$ cat config.mk
export PLATFORM = sky130hd
export DESIGN_NAME = regfile_wb_scheduler
export DESIGN_NICKNAME = d
export VERILOG_FILES = /design/src/rtl/regfile_wb_scheduler_pkg.sv /design/src/rtl/regfile_wb_scheduler_rr_arbiter.sv /design/src/rtl/regfile_wb_scheduler.sv
export SDC_FILE = /design/constraint.sdc
export NUM_CORES = 1
export LEC_CHECK = 0
export ABC_AREA = 1
export BUFFER_PORTS_ARGS = -buffer_cell sky130_fd_sc_hd__buf_2
export CORE_MARGIN = 5
export CORE_UTILIZATION = 49
export CTS_CLUSTER_SIZE = 12
export DETAILED_ROUTE_END_ITERATION = 7
export PLACE_DENSITY = 0.86
export SLEW_MARGIN = 0
export SYNTH_ARGS = -nofsm -noshare
export SYNTH_HDL_FRONTEND = slang
export SYNTH_HIERARCHICAL = 1
export SYNTH_SLANG_ARGS = --single-unit
$ cat constraint.sdc
create_clock -name clk -period 4.4 [get_ports clk]
set_clock_uncertainty 0.15 [all_clocks]
set_input_delay 0 -clock clk [delete_from_list [all_inputs] [get_ports clk]]
set_output_delay 0 -clock clk [all_outputs]
set_load 0.05 [all_outputs]
$ cat src/rtl/regfile_wb_scheduler_pkg.sv
// Shared register-file types for the write-back path: address/data widths and the write request record.
package regfile_pkg;
  localparam int ADDR_WIDTH = 5;
  localparam int DATA_WIDTH = 32;
  localparam int NUM_REGS   = 1 << ADDR_WIDTH;

  typedef logic [ADDR_WIDTH-1:0] reg_addr_t;
  typedef logic [DATA_WIDTH-1:0] reg_data_t;

  typedef struct packed {
    reg_addr_t addr;
    reg_data_t data;
  } wb_req_t;
endpackage

$ cat src/rtl/regfile_wb_scheduler_rr_arbiter.sv
// Combinational round-robin pick: first valid at or after ptr, wrapping; zero latency, no state.
module rr_arbiter #(
  parameter int N  = 2,
  parameter int IW = $clog2(N)
) (
  input  logic [N-1:0]  valid,
  input  logic [IW-1:0] ptr,
  output logic [N-1:0]  grant,
  output logic [IW-1:0] grant_idx,
  output logic          grant_any
);
  int idx;

  always_comb begin
    grant     = '0;
    grant_idx = '0;
    grant_any = 1'b0;
    idx       = 0;
    for (int i = 0; i < N; i++) begin
      idx = int'(ptr) + i;
      if (idx >= N) idx = idx - N;
      if (!grant_any && valid[idx]) begin
        grant_any  = 1'b1;
        grant[idx] = 1'b1;
        grant_idx  = IW'(idx);
      end
    end
  end
endmodule

$ cat src/rtl/regfile_wb_scheduler.sv
// Round-robin write-back port sharing with a RAW pending scoreboard; 1-cycle registered write, always drains.
// REGFILE_WB_FWD_EN adds a write-through bypass of the in-flight write onto the rs1/rs2 query ports.
module regfile_wb_scheduler #(
  parameter int NUM_REQ    = 2,
  parameter int ADDR_WIDTH = 5,
  parameter int DATA_WIDTH = 32,
  parameter int NUM_REGS   = 32
) (
  input  logic                          clk,
  input  logic                          rst,
  input  logic [NUM_REQ-1:0]            req_valid_i,
  output logic [NUM_REQ-1:0]            req_ready_o,
  input  logic [NUM_REQ*ADDR_WIDTH-1:0] req_addr_i,
  input  logic [NUM_REQ*DATA_WIDTH-1:0] req_data_i,
  input  logic                          issue_valid_i,
  input  logic [ADDR_WIDTH-1:0]         issue_rd_i,
  input  logic [ADDR_WIDTH-1:0]         rs1_addr_i,
  input  logic [ADDR_WIDTH-1:0]         rs2_addr_i,
  output logic                          rs1_busy_o,
  output logic                          rs2_busy_o,
  output logic                          fwd_rs1_valid_o,
  output logic                          fwd_rs2_valid_o,
  output logic [DATA_WIDTH-1:0]         fwd_rs1_data_o,
  output logic [DATA_WIDTH-1:0]         fwd_rs2_data_o,
  output logic                          rf_we_o,
  output logic [ADDR_WIDTH-1:0]         rf_waddr_o,
  output logic [DATA_WIDTH-1:0]         rf_wdata_o,
  output logic [NUM_REGS-1:0]           pending_o
);
  import regfile_pkg::*;

  localparam int PW = $clog2(NUM_REQ);

  logic [PW-1:0]      ptr;
  logic [PW-1:0]      grant_idx;
  logic [NUM_REQ-1:0] grant;
  logic               grant_any;
  wb_req_t            win;
  logic [NUM_REGS-1:0] pending_q;
  logic [NUM_REGS-1:0] pending_nxt;

  rr_arbiter #(.N(NUM_REQ), .IW(PW)) u_arb (
    .valid     (req_valid_i),
    .ptr       (ptr),
    .grant     (grant),
    .grant_idx (grant_idx),
    .grant_any (grant_any)
  );

  assign req_ready_o = grant;
  assign pending_o   = pending_q;

  always_comb begin
    win.addr = req_addr_i[int'(grant_idx)*ADDR_WIDTH +: ADDR_WIDTH];
    win.data = req_data_i[int'(grant_idx)*DATA_WIDTH +: DATA_WIDTH];
  end

  // Set is applied after clear so a re-issue of the register being written stays pending.
  always_comb begin
    pending_nxt = pending_q;
    if (rf_we_o) pending_nxt[rf_waddr_o] = 1'b0;
    if (issue_valid_i && issue_rd_i != '0) pending_nxt[issue_rd_i] = 1'b1;
  end

  always_ff @(posedge clk or posedge rst) begin
    if (rst) begin
      rf_we_o    <= 1'b0;
      rf_waddr_o <= '0;
      rf_wdata_o <= '0;
      ptr        <= '0;
      pending_q  <= '0;
    end else begin
      pending_q <= pending_nxt;
      rf_we_o   <= grant_any && (win.addr != '0);
      if (grant_any) begin
        rf_waddr_o <= win.addr;
        rf_wdata_o <= win.data;
        if (int'(grant_idx) == NUM_REQ - 1) ptr <= '0;
        else                                ptr <= grant_idx + 1'b1;
      end
    end
  end

`ifdef REGFILE_WB_FWD_EN
  assign fwd_rs1_valid_o = rf_we_o && (rf_waddr_o == rs1_addr_i) && (rs1_addr_i != '0);
  assign fwd_rs2_valid_o = rf_we_o && (rf_waddr_o == rs2_addr_i) && (rs2_addr_i != '0);
  assign fwd_rs1_data_o  = rf_wdata_o;
  assign fwd_rs2_data_o  = rf_wdata_o;
  assign rs1_busy_o = pending_q[rs1_addr_i] && (rs1_addr_i != '0) && !fwd_rs1_valid_o;
  assign rs2_busy_o = pending_q[rs2_addr_i] && (rs2_addr_i != '0) && !fwd_rs2_valid_o;
`else
  assign fwd_rs1_valid_o = 1'b0;
  assign fwd_rs2_valid_o = 1'b0;
  assign fwd_rs1_data_o  = '0;
  assign fwd_rs2_data_o  = '0;
  assign rs1_busy_o = pending_q[rs1_addr_i] && (rs1_addr_i != '0);
  assign rs2_busy_o = pending_q[rs2_addr_i] && (rs2_addr_i != '0);
`endif
endmodule

# --- Word-level counts from Yosys, hierarchy flattened ---
# Index checks and enable logic that the tools add are counted.
# Widths: inputs -> output; s select.
op_classes:
  eq_ne: 0
  multipliers: 1
  bitwise: 4
  shift: 2
  div: 0
  magnitude_cmp: 12
  reduce_logical: 14
  add_sub_neg: 4
  n_mux: 29
op_table:
  columns: ["cell", "n"]
  rows:
  - ["$mux 32", 4]
  - ["$ge 32x1->1 const B", 2]
  - ["$lt 32x3->1 const B", 2]
  - ["$shiftx 64x7->32", 1]
  - ["$and 32x32->32", 1]
  - ["$ge 32x3->1 const B", 1]
  - ["$not 32->32", 1]
  - ["$or 32x32->32", 1]
  - ["$sub 32x3->32 const B", 1]
  - ["$lt 5x6->1 const B", 4]
  - ["$reduce_bool 5->1", 4]
  - ["$mux 1", 17]
  - ["$bmux 1 s5", 2]
  - ["$demux 1 s5", 2]
  - ["$ge 5x1->1 const B", 2]
  - ["$shiftx 10x5->5", 1]
  - ["$logic_and 1x1->1", 9]
  - ["$mul 1x3->4 const B", 1]
  - ["$mux 2", 2]
  - ["$sub 1x2->3 const B", 1]
  - ["$add 1x1->2 const B", 1]
  - ["$demux 1 s1", 2]
  - ["$ge 1x2->1 const B", 1]
  - ["$or 2x2->2", 1]
  - ["other kinds (2)", 2]
totals:
  inputBits: 94
  regBits: 71
  output_inout_bits: 140
  latch_bits: 0
  ramBits: 0
  romBits: 0
  n_memories: 0
  elab_cells: 71

# --- Logic depth before layout (Yosys ltp) ---
# Gate-level depths: netlist of run 1.
logic_depth:
  depth_word: 13
  ltp_mapped: 12
  mapped_depth_nobuf: 10

# --- Modules after synthesis ---
# The synthesis of run 1 kept the hierarchy.
by_module_without_submodules:
  columns: ["mod", "cells_each", "instances", "area_each_um2", "seq_area_each_um2"]
  rows:
  - ["regfile_wb_scheduler", 602, 1, 4345.4, 1776.7]
  - ["rr_arbiter", 14, 1, 55.1, 0.0]

# --- Worst setup path before layout of run 1 ---
# No wires, ideal clock.
synth_path:
  path_type: "register -> output"
  from: "register pending_q[0] (netlist: pending_o[0])"
  to: "output port rs1_busy_o"
  slack_ns: 2.783
  n_path_buf: 0
  arrival_ns: 1.467
  t_required_ns: 4.250
  path_stages_with_launch: 11
  path_cell_list: "dfrtp_1 > inv_1 > nand2_1 > nand3_1 > nand2_1 > nand2_1 > nand2_1 > inv_1 > nand2_1 > nand2_1 > nand2_1"
synth_between:
  elab_chain_cells: 3
synth_lines:
  columns: ["element", "line_no", "source"]
  rows:
  - ["from (decl)", "regfile_wb_scheduler.sv:39", "logic [NUM_REGS-1:0] pending_q;"]
  - ["from (signal assigned)", "regfile_wb_scheduler.sv:73", "pending_q <= pending_nxt;"]
  - ["$bmux 1 s5", "regfile_wb_scheduler.sv:96", "assign rs1_busy_o = pending_q[rs1_addr_i] && (rs1_addr_i != '0);"]
  - ["$mux 1 (not written as such)", "regfile_wb_scheduler.sv:96", null]
  - ["$logic_and 1x1->1", "regfile_wb_scheduler.sv:96", null]
  - ["to (decl)", "regfile_wb_scheduler.sv:19", "output logic rs1_busy_o,"]
# No other way between the ends. The select of a mux whose other input is x is not followed.

# --- Worst setup path in the final report of run 1 ---
layout_path:
  from: "register ptr"
  to: "register rf_we_o"
layout_between:
  elab_chain_cells: 13
  elab_cells_between_ends: 23
layout_lines:
  columns: ["element", "line_no", "source"]
  rows:
  - ["from (decl)", "regfile_wb_scheduler.sv:34", "logic [PW-1:0] ptr;"]
  - ["from (signal assigned)", "regfile_wb_scheduler.sv:79", "else ptr <= grant_idx + 1'b1;"]
  - ["parallel branches: the longest is 8 deep, another holds $sub 32x3->32", null, null]
  - ["$mux 1 *", "regfile_wb_scheduler_rr_arbiter.sv:22", "if (!grant_any && valid[idx]) begin"]
  - ["net grant_idx", "regfile_wb_scheduler.sv:35", "logic [PW-1:0] grant_idx;"]
  - ["$mul 1x3->4 *", "regfile_wb_scheduler.sv:54", "win.addr = req_addr_i[int'(grant_idx)*ADDR_WIDTH +: ADDR_WIDTH];"]
  - ["$shiftx 10x5->5 *", "regfile_wb_scheduler.sv:54", null]
  - ["$reduce_bool 5->1 *", "regfile_wb_scheduler.sv:74", "rf_we_o <= grant_any && (win.addr != '0);"]
  - ["$logic_and 1x1->1 *", "regfile_wb_scheduler.sv:74", null]
  - ["to (signal assigned)", "regfile_wb_scheduler.sv:74", null]
  - ["to (decl)", "regfile_wb_scheduler.sv:25", "output logic rf_we_o,"]
# Mark *: on every way through the listed nets, which the timed path passes. The select of a mux whose other input is x is not followed.
# A chain may end at the register's enable or synchronous reset.

==> qor.txt, run 1 <==
# IOs: 234
CTS sink cnt: 71
cell count after synthesis: 616
fin nets: 948
# rows: 34
Hold WC Path Type: input port to flip-flop
final antenna-violating net count: 0
Crit Path Max Fanout: 38
Reg clk slew, reported paths: 0.08 ns
Worst EP required: 4.49 ns
Mapped Area: 4400 sq um
Initial DRC Count: 269
Via Count: 5106
CTS H-tree depth: 3
LEAKAGE: 3.15 nW
clk buf depth: 2
Critical Path AT: 2.98 ns
total congestion overflow: 0
power density over the cells: 781 nW/um^2
Mean Syn Cell Area: 7.14 sq um
Routed WL: 16200 um
CTS resizes: 0
detailed-placement wirelength estimate: 10000 um
min cycle time layout: 2.88 ns
largest net degree at the start of global routing: 45
routability cong.: 0.968
DRC: 0
final hold viol count: 0
final core utilization: 69.1%
crit end category: flip-flop
fraction of layout cells with a size suffix above 1: 22.7%
DRT Pass-1 Iters: 5
Max Freq: 347 MHz
Max Transition Viols Final: 0
vias in the first global route: 5122
WHS: 0.0251 ns
RSZ-0062 raised after global routing: false
clk_lat worst skew: 0.35 ns
Area growth syn-to-layout: 37.0%
Tcrit/Tclk final: 65.5%
Syn. warnings: 6
hold bufs inserted after CTS: 81
clock root buffer: clkbuf_8
Setup violations, final: 0
DIE WIDTH: 105 um
initial antenna violation count: 0
fillers: 674
CTS tree: yes
global-route wire length before repair: 25600 um
Max VDD drop: 0.572 mV
Inserted Clock Buffers: 9
max-cap violations: 0
nature of the critical path startpoint: flip-flop
status: complete, no violations
die footprint: 11000 sq um
WL/cell: 16.8 um
Core ar.: 8720 sq um
Netlist cell types: 21
setup TNS: 0 ns
Die Y: 105 um
# port buffers: 167
drt via density: 5.28
worst slew pin tran: 1.20 ns
kind of critical path: flip-flop to flip-flop
GRT Total Usage: 28.4%
Seq/Total Area, Yosys: 40.4%
Antenna Cells: 0
setup bufs post-CTS: 0
Yosys reg bits: 71
Max transition margin: 20.0%
Starting Density: 50.5%
-- kinds of logic (layout without fill, tap and decap cells) --
logic type             Yosys count  after routing  share of synthesized area (%)
AO/OA/AOI/OAI                  137            137                           15.7
buffers and inverters          149            327                           19.6
flip-flops                      71             71                           40.4
multiplexers                     1              1                          0.227
other                            1             66                         0.0852
AND/OR/NAND/NOR                257            257                           24.0
-- cell usage after synthesis --
library cell,number,area (sq um)
nor3_1,1,5.00
inv_1,55,206
nand3_1,67,335
buf_6,4,45.0
a31oi_1,2,12.5
nor2_2,1,6.26
clkbuf_1,8,30.0
o21ai_0,125,626
inv_2,3,11.3
nand2_1,143,537
conb_1,1,3.75
mux2i_1,1,10.0
buf_2,8,40.0
inv_4,2,12.5
or2_2,2,12.5
o21ai_1,9,45.0
nor2_1,43,161
dfrtp_1,71,1780
buf_4,68,510
clkbuf_2,1,5.00
a41oi_1,1,8.76
-- metal layers --
layer | vias up | share of wire [%] | track usage, % | wire length, um
met2 | 390 | 48 | 46.9 | 7760
met4 | 0 | 4.6 | 14.4 | 741
met1 | 2312 | 36 | 33.8 | 5790
li1 | 2336 | - | - | -
met5 | - | 0 | 0 | 0
met3 | 68 | 12 | 8.08 | 1930
-- state kept, by name (all words and copies together) (netlist names) --
register / cells
ptr: 1
pending_o: 32
rf_wdata_o: 32
rf_waddr_o: 5
rf_we_o: 1
-- final timing paths --
| check | from | end | slack, ns | depth (start not counted) |
|---|---|---|---|---|
| worst max-delay path | ptr | rf_we_o | 1.52 | 7 |
| worst min-delay path | issue_valid_i | pending_o[23] | 0.03 | 3 |
| worst max register to register | ptr | rf_we_o | 1.52 | 7 |
| worst min register to register | pending_o[12] | pending_o[12] | 0.40 | 2 |
| max in group asynchronous | rst | rf_wdata_o[6] | 3.00 | 4 |
| min in group asynchronous | rst | rf_wdata_o[14] | 0.11 | 3 |
-- power by group --
| group | internal (W) | switching [W] | leakage (nW) |
|---|---|---|---|
| Clock | 0.000294 | 0.000259 | 0.0988 |
| Combinational | 0.000744 | 0.00214 | 2.23 |
| Sequential | 0.000976 | 0.000299 | 0.820 |
| Total | 0.00201 | 0.00269 | 3.15 |
-- worst max-delay path, cell delays in order, from the launching register on --
cell           delay, ns
dfrtp_1             0.44
nor2_2              0.09
nor2_2              0.12
buf_4               0.35
mux2i_1             0.32
dlygate4sd3_1       0.61
a41oi_1             0.09
dlygate4sd3_1       0.62
-- cells in the final DEF, fill, tap and decap left out, types with 2 or more instances in the layout --
cell	netlist	routed
buf_4	68	3
dlygate4sd3_1	0	81
or2_2	2	2
clkbuf_8	0	11
inv_4	2	2
buf_2	8	167
o21ai_0	125	125
inv_1	55	54
nor2_1	43	42
nand3_1	67	67
a31oi_1	2	2
conb_1	1	66
nand2_1	143	143
clkinvlp_4	0	2
inv_2	3	4
nor2_2	1	2
dfrtp_1	71	71
o21ai_1	9	9
-- stage by stage --
| step | total power, W | worst slack, ns | instances | cell area (sq um) |
|---|---|---|---|---|
| CTS | 0.00460 | 1.66 | 967 | 6030 |
| floorplan | 0.00319 | 2.45 | 681 | 4640 |
| global route | 0.00495 | 1.38 | 967 | 6030 |
| detailed placement | 0.00380 | 2.31 | 870 | 5010 |
| global placement | 0.00376 | 2.38 | 870 | 5010 |
| finish | 0.00471 | 1.52 | 967 | 6030 |
-- cell type report --
type	count	area, sq um	share of cell area, %
multi-input cells	461	2010	33.3
well taps	108	135	2.24
inverters	60	230	3.82
repair buffers	251	1670	27.7
clock inverters	4	53.8	0.892
flip-flops and latches	71	1780	29.5
clock buffers	12	155	2.57
Note: power is estimated with default switching activity, not from simulation.
==> run 2, diff against run 1 <==
--- a/config.mk
+++ b/config.mk
@@ -5,13 +5,13 @@
 export SDC_FILE = /design/constraint.sdc
 export NUM_CORES = 1
 export LEC_CHECK = 0
-export ABC_AREA = 1
+export ABC_AREA = 0
 export BUFFER_PORTS_ARGS = -buffer_cell sky130_fd_sc_hd__buf_2
 export CORE_MARGIN = 5
-export CORE_UTILIZATION = 49
+export CORE_UTILIZATION = 41
 export CTS_CLUSTER_SIZE = 12
 export DETAILED_ROUTE_END_ITERATION = 7
-export PLACE_DENSITY = 0.86
+export PLACE_DENSITY = 0.77
 export SLEW_MARGIN = 0
 export SYNTH_ARGS = -nofsm -noshare
 export SYNTH_HDL_FRONTEND = slang
==> constraint.sdc (replaced) <==
create_clock -name clk -period 2.35 [get_ports clk]
set_clock_uncertainty 0.15 [all_clocks]
set_input_delay 0 -clock clk [delete_from_list [all_inputs] [get_ports clk]]
set_output_delay 0 -clock clk [all_outputs]
set_load 0.05 [all_outputs]
==> run 2 against run 1 <==
Compared with the run above: sequential power increased by 48%; register-to-register slack got worse by 1.4 ns; clock-buffer cell count decreased by 1; total power increased by 20%; highest routed layer unchanged; cell count decreased by 14%; synthesized cell count decreased by 27%; combinational power decreased by 6.9%; largest power group unchanged; global-route usage decreased by 6.0 points; critical path depth decreased by 2.
==> qor.txt, run 2 <==
Multi-input gate area: 2130 sq um (+5.8%)
final core utilization: 58.9% (-10 points)
fillers: 836 (+24%)
max-cap violations: 0 (unchanged)
# port buffers: 167 (unchanged)
CTS sink cnt: 71 (unchanged)
cell count after synthesis: 452 (-27%)
Mapped Area: 4310 sq um (-2.1%)
Reg area: 1780 sq um (unchanged)
WL/cell: 17.6 um (+4.9%)
Netlist cell types: 38 (+81%)
routability cong.: 0.828 (-14%)
# rows: 37 (+8.8%)
Hold WC Path Type: input port to flip-flop
LEAKAGE: 2.86 nW (-9.1%)
global-route wire length before repair: 22600 um (-12%)
min cycle time layout: 2.24 ns (-0.640 ns)
crit end category: flip-flop
WHS: 0.0371 ns (+0.0120 ns)
area leader, netlist: dfrtp_1
Routed WL: 14600 um (-9.7%)
# IOs: 234 (unchanged)
Antenna Cells: 0 (unchanged)
setup bufs post-CTS: 0 (unchanged)
met1 Resource Use GR: 27.8% (-6.0 points)
Max Freq: 446 MHz (+29%)
synth cell count leaders: 71 x dfrtp_1, 66 x buf_4, 62 x o21ai_0, 56 x mux2i_1, 41 x nor2_1
Worst EP required: 2.41 ns (-2.08 ns)
CTS H-tree depth: 3 (unchanged)
Starting Density: 41.9% (-8.5 points)
CTS tree: yes
most frequent cells in the layout: 167 x buf_2, 85 x dlygate4sd3_1, 71 x dfrtp_1
Initial DRC Count: 302 (+12%)
Inserted Clock Buffers: 9 (unchanged)
GR peak layer: met2
Via Count: 4266 (-16%)
final antenna-violating net count: 0 (unchanged)
fraction of layout cells with a size suffix above 1: 29.0% (+6.3 points)
top-area cell type share of the netlist area: 41.2% (+0.87 points)
Area growth syn-to-layout: 40.4%
fin nets: 786 (-17%)
status: complete, no violations
Core ar.: 10300 sq um (+18%)
worst slew pin tran: 0.707 ns (-0.492 ns)
Setup violations, final: 0 (unchanged)
Tcrit/Tclk final: 95.4% (+30 points)
clk_lat worst skew: 0.36 ns (about the same)
EDFF count, synth: 0 (unchanged)
initial antenna violation count: 0 (unchanged)
Max VDD drop: 0.582 mV (+1.9%)
drt via density: 5.13 (-2.9%)
predominant post-synthesis flop cell: dfrtp_1
Mean Syn Cell Area: 9.53 sq um (+33%)
grt met3 use: 6.79% (-1.3 points)
largest net degree at the start of global routing: 47 (+4.4%)
DRT Pass-1 Iters: 5 (unchanged)
detailed-placement wirelength estimate: 9430 um (-5.7%)
Seq/Total Area, Yosys: 41.2% (+0.87 points)
most frequent cell after synthesis: dfrtp_1
nature of the critical path startpoint: flip-flop
power density over the cells: 933 nW/um^2 (+20%)
DIE WIDTH: 113 um (+7.4%)
Critical Path AT: 2.30 ns (-0.68 ns)
die footprint: 12700 sq um (+15%)
GRT Total Usage: 22.4% (-6.0 points)
Reg clk slew, reported paths: 0.08 ns (about the same)
met2 Track Usage GR: 35.9% (-11 points)
Yosys reg bits: 71 (unchanged)
clk buf depth: 2 (unchanged)
Max transition margin: 52.8% (+33 points)
RSZ-0062 raised after global routing: false
DRC: 0 (unchanged)
final hold viol count: 0 (unchanged)
dominant cells by area after synthesis: dfrtp_1 41%, mux2i_1 13%, buf_4 12%
kind of critical path: flip-flop to flip-flop
Max Transition Viols Final: 0 (unchanged)
Syn. warnings: 6 (unchanged)
vias in the first global route: 4320 (-16%)
setup TNS: 0 ns (unchanged)
Crit Path Max Fanout: 16 (-58%)
commonest non-fill, non-tap cell in the layout: buf_2
Async SR Flop Fraction: 100% (unchanged)
Die Y: 113 um (+7.4%)
total congestion overflow: 0 (unchanged)
clock root buffer: clkbuf_8
run 2: logic make-up (layout without fill, tap and decap cells):
logic type,Yosys count,in the layout,synth area share (%)
flip-flops,71,71,41.2
AO/OA/AOI/OAI,117,117,14.8
other,1,66,0.0870
AND/OR/NAND/NOR,101,101,12.6
multiplexers,64,64,15.9
buffers and inverters,98,277,15.3
run 2: what timing repair did:
action | 4_1_cts | 5_1_grt
hold buffers | 85 | 0
hold endpoints to repair | 101 | 0
setup endpoints to repair | 0 | 0
resized for setup | 0 | 0
run 2: final timing paths:
path / slack [ns] / from / end / cells after the start
min reg2reg: 0.38 / rf_wdata_o[6] / rf_wdata_o[6] / 2
min: 0.04 / issue_valid_i / pending_o[12] / 3
max in group asynchronous: 1.24 / rst / rf_wdata_o[4] / 4
max reg2reg: 0.11 / ptr / rf_wdata_o[5] / 5
max: 0.11 / ptr / rf_wdata_o[5] / 5
min in group asynchronous: 0.16 / rst / pending_o[5] / 3
run 2: layout make-up:
| class | count | area share [%] |
|---|---|---|
| multi-input cells | 348 | 35.1 |
| clock inverters | 4 | 1.16 |
| clock buffers | 11 | 2.34 |
| well taps | 136 | 2.81 |
| flip-flops and latches | 71 | 29.4 |
| repair buffers | 256 | 28.8 |
| inverters | 6 | 0.372 |
run 2: metal layers:
metal,part of all wire (%),vias up
li1,-,1958
met1,39,2013
met2,48,260
met3,11,35
met4,2.8,0
met5,0,-
run 2: metrics by stage:
step | power (W) | cell area, sq um | std cells | setup WS (ns)
2_1_floorplan | 0.00383 | 4550 | 517 | 0.384
3_3_place_gp | 0.00436 | 4990 | 732 | 0.495
3_5_place_dp | 0.00442 | 4990 | 732 | 0.385
4_1_cts | 0.00561 | 6050 | 832 | 0.175
5_1_grt | 0.00590 | 6050 | 832 | 0.00641
6_report | 0.00564 | 6050 | 832 | 0.108
run 2: critical path, stage by stage (launching register included):
cell and delay (ns):
dfrtp_1 0.40, inv_1 0.10, a21boi_4 0.53, mux2i_1 0.27, dlygate4sd3_1 0.57, a21oi_1 0.07
run 2: power breakdown:
part / switching [W] / internal (W)
logic: 0.00196 / 0.000719
clock network: 0.000461 / 0.000618
registers: 0.000355 / 0.00153
total: 0.00278 / 0.00286
==> run 3, diff against run 2 <==
--- a/config.mk
+++ b/config.mk
@@ -12,6 +12,7 @@
 export CTS_CLUSTER_SIZE = 12
 export DETAILED_ROUTE_END_ITERATION = 7
 export PLACE_DENSITY = 0.77
+export RECOVER_POWER = 100
 export SLEW_MARGIN = 0
 export SYNTH_ARGS = -nofsm -noshare
 export SYNTH_HDL_FRONTEND = slang
==> run 3 against run 2 <==
Compared with the run above: core utilization fell by 1.0 points; sequential power barely moved; worst hold slack got worse by 0.0019 ns; register-to-register slack about the same; die area stayed put; global-route usage is the same; total power down 1.6%; worst setup slack about the same; largest power group unchanged.
==> qor.txt, run 3 (synthesis results as in run 2) <==
status: complete, no violations
FF-to-FF Start: ptr
Critical R2R Capture: rf_wdata_o[5]
Core ar.: 10300 sq um (unchanged)
largest net degree at the start of global routing: 47 (unchanged)
final antenna-violating net count: 0 (unchanged)
LEAKAGE: 2.67 nW (-6.8%)
Crit Path Max Fanout: 16 (unchanged)
# port buffers: 167 (unchanged)
DIE WIDTH: 113 um (unchanged)
Max transition margin: 19.5% (-33 points)
CTS tree: yes
WL/cell: 17.6 um (-0.17%)
Starting Density: 41.9% (unchanged)
Die Y: 113 um (unchanged)
fillers: 887 (+6.1%)
Setup violations, final: 0 (unchanged)
clock root buffer: clkbuf_8
setup TNS: 0 ns (unchanged)
Hold Crit Depth: 3 (unchanged)
WL met1: 5750 um (+0.77%)
Reg clk slew, reported paths: 0.08 ns (about the same)
worst slew pin tran: 1.21 ns (+0.499 ns)
initial antenna violation count: 0 (unchanged)
met3 wire length: 1530 um (-0.91%)
nature of the critical path startpoint: flip-flop
max-cap violations: 0 (unchanged)
vias in the first global route: 4320 (unchanged)
Reg area: 1780 sq um (unchanged)
detailed-placement wirelength estimate: 9430 um (unchanged)
DRC: 0 (unchanged)
fraction of layout cells with a size suffix above 1: 18.4% (-11 points)
Critical Path AT: 2.30 ns (about the same)
final hold viol count: 0 (unchanged)
top routing layer in use: met4
global-route wire length before repair: 22600 um (unchanged)
CTS H-tree depth: 3 (unchanged)
Hold Crit Start: issue_valid_i
DRT Pass-1 Iters: 5 (unchanged)
crit end category: flip-flop
Max Transition Viols Final: 0 (unchanged)
Tcrit/Tclk final: 95.4% (about the same)
Worst EP required: 2.41 ns (about the same)
Multi-input gate area: 2130 sq um (unchanged)
Worst R2R Path Depth: 5 (unchanged)
drt via density: 5.11 (-0.33%)
setup bufs post-CTS: 0 (unchanged)
die footprint: 12700 sq um (unchanged)
WHS Endpoint: pending_o[28]
Antenna Cells: 0 (unchanged)
Routed WL: 14600 um (-0.17%)
Via Count: 4252 (-0.33%)
commonest non-fill, non-tap cell in the layout: buf_2
routability cong.: 0.828 (unchanged)
min cycle time layout: 2.24 ns (-0.000490 ns)
Inserted Clock Buffers: 9 (unchanged)
kind of critical path: flip-flop to flip-flop
Area growth syn-to-layout: 37.9%
dpl cells: 732 (unchanged)
flop-to-flop setup slack: 0.11 ns (about the same)
Max Freq: 446 MHz (about the same)
Max VDD drop: 0.549 mV (-5.6%)
GRT Total Usage: 22.4% (unchanged)
Initial DRC Count: 314 (+4.0%)
total congestion overflow: 0 (unchanged)
RSZ-0062 raised after global routing: false
Hold WC Path Type: input port to flip-flop
# rows: 37 (unchanged)
most frequent cells in the layout: 93 x buf_2, 85 x dlygate4sd3_1, 74 x clkbuf_1
clk buf depth: 2 (unchanged)
clk_lat worst skew: 0.35 ns (about the same)
power density over the cells: 935 nW/um^2 (+0.16%)
fin nets: 786 (unchanged)
met2 wire len: 6910 um (-1.2%)
Non-Filler Instances: 832 (unchanged)
# IOs: 234 (unchanged)
CTS sink cnt: 71 (unchanged)
[run 3: area by class of cell]
type,count,share of cell area (%)
clock inverter,4,1.18
tap,136,2.86
clock buffer,11,2.38
inverter,6,0.379
timing repair buffer,256,27.5
sequential,71,29.9
multi-input combinational,348,35.8
[run 3: repair_timing]
item                      CTS  global route
hold buffers               85             0
hold endpoints to repair  101             0
gates resized for setup     0             0
[run 3: per-layer routing]
layer | up-vias | global-route usage, %
met5 | - | 0
met1 | 1989 | 27.8
met4 | 0 | 10.1
li1 | 1958 | -
met2 | 266 | 35.9
met3 | 39 | 6.79
[run 3: worst max path at each step]
stage / from / endpoint / slack, ns / depth (start not counted)
2_1_floorplan: pending_o[19] / rs2_busy_o / 0.38 / 4
3_3_place_gp: ptr / rf_wdata_o[24] / 0.49 / 5
3_5_place_dp: ptr / rf_wdata_o[24] / 0.39 / 5
4_1_cts: pending_o[19] / rs2_busy_o / 0.17 / 5
5_1_grt: ptr / rf_waddr_o[3] / 0.008 / 5
6_report: ptr / rf_wdata_o[5] / 0.11 / 5
[run 3: worst max-delay path, stage by stage (launching register included)]
cell           delay, ns
dfrtp_1             0.40
inv_1               0.10
a21boi_4            0.52
mux2i_1             0.27
dlygate4sd3_1       0.57
a21oi_1             0.07
[run 3: report_power, final]
group	switching, W	leakage [nW]	internal (W)	total (W)
Combinational	0.00196	1.75	0.000625	0.00259
Clock	0.000458	0.109	0.000618	0.00108
Sequential	0.000364	0.809	0.00153	0.00189
Total	0.00278	2.67	0.00277	0.00555
[run 3: stage by stage]
step / utilization, % / setup slack [ns] / power (W) / hold WS [ns] / area (sq um)
after floorplan: - / 0.384 / 0.00383 / -0.00908 / 4550
after global placement: 48.5 / 0.495 / 0.00436 / -0.00886 / 4990
after detailed placement: 48.5 / 0.385 / 0.00442 / 0.000113 / 4990
after CTS: 58.9 / 0.175 / 0.00561 / 0.0203 / 6050
after global routing: 57.8 / 0.00786 / 0.00582 / 0.0394 / 5940
final: 57.8 / 0.108 / 0.00555 / 0.0352 / 5940
